## config.mk

```make
export PLATFORM = sky130hd
export DESIGN_NAME = pipe_sf_ctrl
export DESIGN_NICKNAME = d
export VERILOG_FILES = /design/src/rtl/pipe_pkg.sv /design/src/rtl/pipe_load_stall_cnt.sv /design/src/rtl/pipe_sf_ctrl.sv
export SDC_FILE = /design/constraint.sdc
export NUM_CORES = 1
export LEC_CHECK = 0
export BUFFER_PORTS_ARGS = -buffer_cell sky130_fd_sc_hd__buf_4
export CORE_MARGIN = 4
export CORE_UTILIZATION = 37
export CTS_CLUSTER_SIZE = 14
export DETAILED_ROUTE_END_ITERATION = 6
export GPL_TIMING_DRIVEN = 0
export PLACE_DENSITY = 0.87
export SETUP_SLACK_MARGIN = 0.05
export SLEW_MARGIN = 10
export SYNTH_ARGS = -nofsm -noshare
export SYNTH_HDL_FRONTEND = slang
export SYNTH_SLANG_ARGS = --single-unit
```

## constraint.sdc

```tcl
create_clock -name clk -period 2.1 [get_ports clk]
set_input_delay 0.21 -clock clk [delete_from_list [all_inputs] [get_ports clk]]
set_output_delay 0.21 -clock clk [all_outputs]
set_load 0.03 [all_outputs]
```

## src/rtl/pipe_pkg.sv

```systemverilog
// Shared constants for the in-order pipeline stall/flush controller.
// Latency: none (constants only).
// Backpressure: not applicable.
package pipe_pkg;

    // Pipeline register indices (register k sits between stage k and k+1)
    localparam int ST_IF  = 0;   // PC/IF
    localparam int ST_ID  = 1;   // IF/ID
    localparam int ST_EXE = 2;   // ID/EXE
    localparam int ST_MEM = 3;   // EXE/MEM
    localparam int ST_WB  = 4;   // MEM/WB

    // Stall source indices into stall_req
    localparam int SRC_DIV  = 0;
    localparam int SRC_MUL  = 1;
    localparam int SRC_JALR = 2;
    localparam int SRC_CSR  = 3;

    // 3 bits per source; source i occupies bits [3*i +: 3].
    // Each source stalls registers 0..depth-1.
    localparam int          SRC_DEPTH_BITS = 3;
    localparam logic [11:0] SRC_DEPTH_DFLT = {3'd3, 3'd3, 3'd2, 3'd2};

endpackage

```

## src/rtl/pipe_load_stall_cnt.sv

```systemverilog
// Load-use hazard qualification and multi-cycle load stall counter.
// Latency: load_stall_active is combinational (same cycle as load_hazard).
// Backpressure: none; a hazard seen while the counter runs is dropped.
//
// Ports: clk, rst (sync, active-high), load_hazard (raw hazard),
//        prod_bubble (producer register holds a bubble),
//        load_stall_active (stall the load-covered stages this cycle).
module pipe_load_stall_cnt #(
    parameter int LOAD_LAT = 1
) (
    input  logic clk,
    input  logic rst,
    input  logic load_hazard,
    input  logic prod_bubble,
    output logic load_stall_active
);

    logic [3:0] lcnt;
    logic       ld;

    // A bubble cannot produce a load result, and an active count is never
    // reloaded, so the total stall is exactly LOAD_LAT cycles.
    assign ld                = load_hazard & ~prod_bubble & (lcnt == 4'd0);
    assign load_stall_active = ld | (lcnt != 4'd0);

    always_ff @(posedge clk) begin
        if (rst) begin
            lcnt <= 4'd0;
        end else if (ld) begin
            lcnt <= 4'(LOAD_LAT - 1);
        end else if (lcnt != 4'd0) begin
            lcnt <= lcnt - 4'd1;
        end
    end

endmodule

```

## src/rtl/pipe_sf_ctrl.sv

```systemverilog
// Stall/flush/clock-enable controller for an N-stage in-order pipeline.
// Latency: all outputs combinational except bubble/stall_timeout (1 cycle).
// Backpressure: none accepted; stall outputs are the pipeline backpressure.
//
// Ports: clk, rst (sync, active-high); stall_req/load_hazard/flush_req
// requests; if_pc/id_pc/is_jump for self-loop jump gating; wb_wr_en;
// outputs stall, flush, clk_en per register, rf_clk_en, bubble,
// load_stall_active, stall_timeout.
// Optional: define STALL_WDOG_EN to add the stall watchdog behind
// stall_timeout (tied low otherwise).
module pipe_sf_ctrl
    import pipe_pkg::*;
#(
    parameter int                  NUM_STAGES = 5,
    parameter int                  NUM_SRC    = 4,
    parameter logic [NUM_SRC*3-1:0] SRC_DEPTH = SRC_DEPTH_DFLT,
    parameter int                  LOAD_DEPTH = 3,
    parameter int                  LOAD_LAT   = 1,
    parameter int                  PC_W       = 12,
    parameter int                  WDOG_W     = 8
) (
    input  logic                  clk,
    input  logic                  rst,
    input  logic [NUM_SRC-1:0]    stall_req,
    input  logic                  load_hazard,
    input  logic [NUM_STAGES-1:0] flush_req,
    input  logic [PC_W-1:0]       if_pc,
    input  logic [PC_W-1:0]       id_pc,
    input  logic                  is_jump,
    input  logic                  wb_wr_en,
    output logic [NUM_STAGES-1:0] stall,
    output logic [NUM_STAGES-1:0] flush,
    output logic [NUM_STAGES-1:0] clk_en,
    output logic                  rf_clk_en,
    output logic [NUM_STAGES-1:0] bubble,
    output logic                  load_stall_active,
    output logic                  stall_timeout
);

    logic [NUM_STAGES-1:0] bubble_q;
    logic [NUM_STAGES-1:0] stall_c;
    logic [NUM_STAGES-1:0] inj_c;
    logic [NUM_STAGES-1:0] flush_c;
    logic [NUM_STAGES-1:0] clk_en_c;
    logic                  lstall;
    logic                  loop_c;

    pipe_load_stall_cnt #(
        .LOAD_LAT (LOAD_LAT)
    ) u_ld_cnt (
        .clk               (clk),
        .rst               (rst),
        .load_hazard       (load_hazard),
        .prod_bubble       (bubble_q[LOAD_DEPTH]),
        .load_stall_active (lstall)
    );

    // Each source stalls a contiguous prefix of registers, so the OR of
    // prefixes is itself a prefix: stall[k] implies stall[k-1].
    always_comb begin
        stall_c = '0;
        for (int k = 0; k < NUM_STAGES; k++) begin
            for (int i = 0; i < NUM_SRC; i++) begin
                if (int'(SRC_DEPTH[i*SRC_DEPTH_BITS +: SRC_DEPTH_BITS]) > k) begin
                    stall_c[k] = stall_c[k] | stall_req[i];
                end
            end
            if (k < LOAD_DEPTH) begin
                stall_c[k] = stall_c[k] | lstall;
            end
        end
    end

    // A jump to itself would refetch forever; freeze IF and feed ID a bubble.
    assign loop_c = (if_pc == id_pc) & is_jump & ~stall_c[ST_ID];

    // The first register past a stall boundary must not re-consume the
    // held instruction, so it is cleared into a bubble.
    always_comb begin
        inj_c = '0;
        for (int k = 1; k < NUM_STAGES; k++) begin
            inj_c[k] = stall_c[k-1] & ~stall_c[k];
        end
        inj_c[ST_ID] = inj_c[ST_ID] | loop_c;
    end

    assign flush_c = flush_req | inj_c;

    // A flushed register still needs its clock to load the cleared value.
    always_comb begin
        clk_en_c        = '0;
        clk_en_c[ST_IF] = ~(stall_c[ST_IF] | loop_c);
        clk_en_c[ST_ID] = ~(stall_c[ST_ID] | bubble_q[ST_IF] | loop_c);
        for (int k = 2; k < NUM_STAGES; k++) begin
            clk_en_c[k] = ~(stall_c[k] | bubble_q[k-1]) | flush_c[k];
        end
    end

    // Bubble tracking: a stalled register keeps its marker, otherwise the
    // marker advances from the register below.
    always_ff @(posedge clk) begin
        if (rst) begin
            bubble_q <= '0;
        end else begin
            bubble_q[ST_IF] <= flush_c[ST_IF] | (stall_c[ST_IF] & bubble_q[ST_IF]);
            for (int k = 1; k < NUM_STAGES; k++) begin
                bubble_q[k] <= flush_c[k] | inj_c[k] |
                               (stall_c[k] ? bubble_q[k] : bubble_q[k-1]);
            end
        end
    end

    assign stall             = rst ? '0 : stall_c;
    assign flush             = rst ? '1 : flush_c;
    assign clk_en            = rst ? '1 : clk_en_c;
    assign rf_clk_en         = ~rst & wb_wr_en & ~bubble_q[NUM_STAGES-1];
    assign bubble            = bubble_q;
    assign load_stall_active = lstall;

`ifdef STALL_WDOG_EN
    logic [WDOG_W-1:0] wdog_cnt;
    logic [WDOG_W-1:0] wdog_nxt;
    logic              wdog_trip;

    // Saturating count of consecutive IF stall cycles.
    always_comb begin
        wdog_nxt = '0;
        if (stall_c[ST_IF]) begin
            wdog_nxt = (wdog_cnt == '1) ? wdog_cnt : wdog_cnt + 1'b1;
        end
    end

    // Trip lands on the same edge the counter reaches all-ones; sticky.
    always_ff @(posedge clk) begin
        if (rst) begin
            wdog_cnt  <= '0;
            wdog_trip <= 1'b0;
        end else begin
            wdog_cnt  <= wdog_nxt;
            wdog_trip <= wdog_trip | (wdog_nxt == '1);
        end
    end

    assign stall_timeout = ~rst & wdog_trip;
`else
    // No watchdog: constant low for any legal WDOG_W.
    assign stall_timeout = (WDOG_W < 1);
`endif

endmodule

```

==> results of run 1 <==
[layout by cell type, fill, tap and decap left out, types with 3 or more instances in the layout]
| master | Yosys | final |
|---|---|---|
| dfxtp_1 | 9 | 7 |
| a21oi_1 | 5 | 5 |
| nor3_1 | 3 | 3 |
| nor2_1 | 13 | 12 |
| clkbuf_4 | 0 | 3 |
| conb_1 | 1 | 3 |
| xnor2_1 | 13 | 13 |
| o21ai_1 | 3 | 3 |
| inv_1 | 6 | 4 |
| nand2_1 | 4 | 4 |
| buf_4 | 5 | 68 |
[how the worst max path moves through the flow]
stage / depth (start not counted) / slack [ps] / endpoint
finish: 7 / 70 / clk_en[1]
global placement: 8 / 120 / stall[1]
CTS: 8 / 40 / stall[1]
floorplan: 7 / 230 / stall[1]
detailed placement: 8 / 80 / stall[1]
global route: 7 / -10 / clk_en[1]
[power groups by stage]
stage | Clock, W | Combinational, W | Sequential [W]
after floorplan | 0 | 0.000357 | 0.000263
after global placement | 0 | 0.000511 | 0.000255
after detailed placement | 0 | 0.000526 | 0.000258
after CTS | 0.000138 | 0.000643 | 0.000255
after global routing | 0.000157 | 0.000775 | 0.000271
final | 0.000141 | 0.000714 | 0.000264
[cells by family after synthesis]
kind of cell / Yosys count
flops: 9
other cells: 1
mux: 1
fa+ha+maj: 2
xor+xnor: 13
buf+inv: 13
compound gates: 14
simple gates: 35
[through the flow]
step                      setup WS [ps]  std cells  util, %  total power (W)
after floorplan                   234.2         90        -        0.0006205
after global placement            122.5        171    66.03        0.0007663
after detailed placement          76.57        171    66.03        0.0007838
after CTS                         38.21        180    71.42         0.001036
after global routing             -13.50        184    74.47         0.001203
final                             69.32        184    74.47         0.001118
[sequential cells by signal (all words and copies together), names as in the netlist]
| name | count |
|---|---|
| u_ld_cnt.lcnt | 4 |
| bubble | 5 |
[worst max-delay path: cells and delay by family, from the launching register on]
family | cells | cell delay, ps
buffers and inverters | 3 | 410
AND/OR/NAND/NOR | 2 | 360
flip-flops | 1 | 330
AO/OA/AOI/OAI | 1 | 310
adder cells (fa/ha/maj) | 1 | 130
[cell type report]
cell class / instances / share of cell area (%)
inverter: 6 / 1.714
buffer: 7 / 3.429
multi-input combinational: 68 / 38.76
tap: 25 / 2.381
sequential: 9 / 13.90
clock inverter: 1 / 0.3810
clock buffer: 3 / 1.714
timing repair buffer: 65 / 37.71
[timing repair]
action | in CTS | in global routing
pin swaps | 1 | 3
setup endpoints to repair | 8 | 9
buffers inserted | 5 | 5
cloned | 0 | 0
resized for setup | 5 | 9
[metal layers]
| layer | GRT usage [%] | share of wire (%) | up-vias |
|---|---|---|---|
| li1 | - | - | 435 |
| met1 | 17.93 | 35 | 396 |
| met2 | 32.84 | 53 | 45 |
| met3 | 4.871 | 10 | 4 |
| met4 | 6.550 | 1.6 | 0 |
| met5 | 0 | 0 | - |
==> results.tsv, run 1 <==
metric	value	unit
max_stage_delay	330	ps
pwr-share-seq	23.6	%
hold_path.class	in2reg	
p_clk_share	12.6	%
nets	200	
required	1890	ps
fp.coreArea	1764	um^2
netlist_area	700.7	um^2
place_area	1165	um^2
synth_edf_count	0	
critical_path.cell_chain	inv_2 > ha_4 > nor3b_4 > buf_4 > nand4_4 > o31ai_4 > buf_6	
finalCritPeriodShare	96.70	%
clkTransAtPathRegs	60	ps
synth-async-reset-ratio	0	%
p_sw_share	41.22	%
die_w	51.52	um
postCtsHoldBufs	0	
run_status	finished clean	
n_antenna_cell	0	
finalSetupViolCount	0	
ys_ff_latch	9	
worstPathMaxFanout	5	
max_slew_margin	63.63	%
synthTopCellsByCount	nor2_1, xnor2_1, dfxtp_1	
pwr-share-comb	63.8	%
reg2reg_depth	6	
rr_startpoint	u_ld_cnt.lcnt[1]	
multi_input_area	509.2	um^2
hold_depth	3	
tightest_slew	541.1	ps
yosysWarnings	0	
drc	0	
hp-start	flush_req[4]	
die_y	51.52	um
yosys_most_used_dff	dfxtp_1	
synthCells	88	
synthMuxAreaShare	1.429	%
area.sequential	182.7	um^2
cts_tree	yes	
cap_viol_max_count	0	
top_level_ports	61	
grt_setup_unrepaired	yes	
gp_congestion	0.7208	
nFillCells	151	
fin_crit	2031	ps
synth_xor_area_share	16.25	%
fin_hold_ws	148.1	ps
worst_path_max_delay_cell	dfxtp_2	
synth_top_family_by_area	simple AND/OR/NAND/NOR gates	
finish.instance_area	1314	um^2
clock_latency	270	ps
port_buffers	56	
ant_nets	0	
synth_area_per_cell	7.962	um^2
internal_power	0.0006574	W
num_vias	880	
power_density	851.3	nW/um^2
synth_top_cell_by_area	dfxtp_1	
crit_start	u_ld_cnt.lcnt[1]	
areaGrowthSynthToFinish	87.50	%
drt_wl_total	2225	um
drt_iter0_drc	5	
arrival	1820	ps
switchingPower	0.0004610	W
synth-seq-area-share	25.71	%
r2r_slack	500	ps
ys_types	31	
grt_overflow	0	
h-tree-depth	1	
avgViaCountPerCell	4.783	
clock_sinks	9	
dr.pass1.iters	4	
core.rowCount	15	
routedWlPerCell	12.09	um
synth.area.top_cells	dfxtp_1, xnor2_1, nor2_1	
synthAdderAreaFrac	3.571	%
crit_type	reg2out	
setup_tns	0	ps
cts_buffer_depth	2	
initial_core_util	39.72	%
synth_top_area_share	25.71	%
yosys.area_share.simple	30.36	%
die-area	2654	um^2
globalRouteTotalUtil	17.40	%
grt_max_degree	11	
regToRegEndpoint	bubble[1]	
synth-compound-area-share	12.50	%
cts_root_buffer	clkbuf_4	
critPathCaptureType	output pin	
dp_hpwl	1726	um
drive_above_1_share	55.97	%
hold_viol_final	0	
tritoncts.num_buffers	3	
p_leak	0.6039	nW
antenna_found_initial	0	
grt_pass1_vias	883	
timing.final.max_slew_violations	0	
peakVddDrop	531.2	uV
hold-path-endpoint	bubble[4]	
grt_first_pass_wirelength	3512	um
worstSetupStartpointType	register	
fmax	492.4	MHz
skew	1.472	ps
Note: power is estimated with default switching activity, not from simulation.
==> run 2, diff against run 1 <==
ABC_AREA = 1   (was not set)
CORE_UTILIZATION = 40   (was 37)
SYNTH_HIERARCHICAL = 1   (was not set)
TNS_END_PERCENT = 30   (was not set)
==> results.tsv, run 2 <==
metric	value	unit
nets	263	
timing.final.max_slew_violations	0	
critPathTopFamily	simple AND/OR/NAND/NOR gates	
max_stage_delay	330	ps
tritoncts.num_buffers	3	
area.sequential	182.7	um^2
grt_setup_unrepaired	yes	
yosys_most_used_dff	dfxtp_1	
gp_congestion	0.7473	
synth-seq-area-share	20.90	%
top_level_ports	61	
ant_nets	0	
fmax	503.3	MHz
ys_types	25	
final_cell_mix	buf_4, nand2_1, inv_1	
drc	0	
routedWlPerCell	9.896	um
peakVddDrop	580.0	uV
fin_crit	1987	ps
num_vias	1084	
die_y	54.43	um
clock_latency	270	ps
drive_above_1_share	40.09	%
dp_hpwl	1885	um
synth_most_common_cell	nand2_1	
synth_area_per_cell	5.598	um^2
cts_buffer_depth	2	
finalCritPeriodShare	94.62	%
largest_reg_flops	5	
cp.depth	10	
synth.area.top_cells	dfxtp_1, nand2_1, inv_1	
drt_iter0_drc	17	
die_w	54.43	um
nFillCells	179	
synth-async-reset-ratio	0	%
synth_top_area_share	20.90	%
drt_wl_total	2464	um
areaGrowthSynthToFinish	66.33	%
p_leak	0.8696	nW
clkTransAtPathRegs	60	ps
synth_edf_count	0	
yosysWarnings	6	
grt_first_pass_wirelength	3663	um
r2r_slack	500	ps
crit_type	reg2out	
core.rowCount	16	
clock_sinks	9	
power_density	685.3	nW/um^2
globalRouteTotalUtil	16.55	%
wl_met2	1306	um
routed.top_layer	met4	
initial_core_util	43.06	%
worstSetupStartpointType	register	
route.met3.wl	208	um
final_common_cell	buf_4	
finish.instance_area	1434	um^2
required	1890	ps
worst_path_max_delay_cell	dfxtp_2	
m1WireLength	935	um
dr.pass1.iters	5	
h-tree-depth	1	
synthCells	154	
hold_path.class	in2reg	
arrival	1780	ps
cap_viol_max_count	0	
postCtsHoldBufs	0	
cts_root_buffer	clkbuf_4	
avgViaCountPerCell	4.353	
fp.coreArea	2002	um^2
critPathCaptureType	output pin	
critPathBufInv	3	
grt_max_degree	11	
netlist_area	862.1	um^2
grt_pass1_vias	929	
setup_tns	0	ps
grt_overflow	0	
port_buffers	57	
synthTopCellsByCount	nand2_1, inv_1, nor2_1	
place_area	1336	um^2
skew	2.389	ps
worstPathMaxFanout	4	
hold_viol_final	0	
cts_tree	yes	
synth_top_cell_by_area	dfxtp_1	
ys_ff_latch	9	
hold_depth	3	
reg2reg_depth	12	
multi_input_area	523.0	um^2
die-area	2962	um^2
run_status	finished clean	
critical_path.cell_chain	inv_2 > ha_4 > nand3_2 > nor2_2 > nand2_2 > nor3_4 > buf_6 > nand3_1 > nand3_2 > buf_6	
n_antenna_cell	0	
finalSetupViolCount	0	
antenna_found_initial	0	
==> run 2: cell count changes after synthesis, sizes merged, moves of 3 or more <==
| cell | delta |
|---|---|
| a21oi | -3 |
| inv | +34 |
| nand2 | +46 |
| nand3 | +9 |
| nand4 | -3 |
| nor2 | +6 |
| nor3 | -4 |
| or2 | +3 |
| xnor2 | -11 |
==> run 2: path summary, 6_finish.rpt <==
kind / startpoint / to
worst max-delay path: u_ld_cnt/lcnt[1] / flush[1]
worst min-delay path: flush_req[4] / bubble[4]
worst max register to register: u_ld_cnt/lcnt[1] / bubble[1]
worst min register to register: bubble[3] / bubble[4]
==> run 2: through the flow <==
step | cells | util (%) | hold WS [ps] | worst slack, ps | power, W
floorplan | 156 | - | 279.1 | 61.72 | 0.0005933
global placement | 240 | 66.75 | 435.5 | 75.91 | 0.0007456
detailed placement | 240 | 66.75 | 437.5 | 59.98 | 0.0007599
CTS | 249 | 70.69 | 161.5 | 56.16 | 0.0009594
global route | 249 | 71.63 | 177.7 | 40.63 | 0.001050
finish | 249 | 71.63 | 161.9 | 113.0 | 0.0009827
==> run 2: cell type report <==
type	count	share of cell area (%)
Buffer	5	2.880
Clock buffer	4	1.832
Inverter	40	10.47
Multi-Input combinational cell	102	36.47
Sequential cell	9	12.74
Tap cell	27	2.356
Timing Repair Buffer	62	33.25
==> run 2: per-layer routing <==
layer  vias up  track usage (%)
met5         -                0
met4         0            3.734
met3         3            4.087
met2        37            34.26
met1       466            15.85
li1        578                -
==> run 2: tightest hold or removal path: stages <==
cell and delay, ps:
buf_4 80, nor2_1 40, nor2_1 70
==> run 2: report_power, final <==
group	switching [W]	total [W]	internal [W]
Sequential	0.0000322	0.000240	0.000207
Clock	0.0000633	0.000137	0.0000734
Combinational	0.000339	0.000606	0.000267
==> run 2: cell families (layout without fill, tap and decap cells) <==
kind of cell	Yosys count	after routing	synth area share, %
buffers and inverters	45	111	22.21
DFF	9	9	20.90
adders and majority gates	2	2	2.902
and+or+nand+nor	86	86	44.70
AOI/OAI and AO/OA	9	9	6.823
other	1	3	0.4350
xor gates and xnor gates	2	2	2.032
==> run 2: repair_timing <==
action / 4_1_cts / 5_1_grt
pin swaps: 6 / 4
setup buffers: 5 / 0
endpoints found under the setup margin: 7 / 5
gates cloned: 0 / 0
endpoints found under the hold margin: 0 / 0
gates resized for setup: 5 / 6
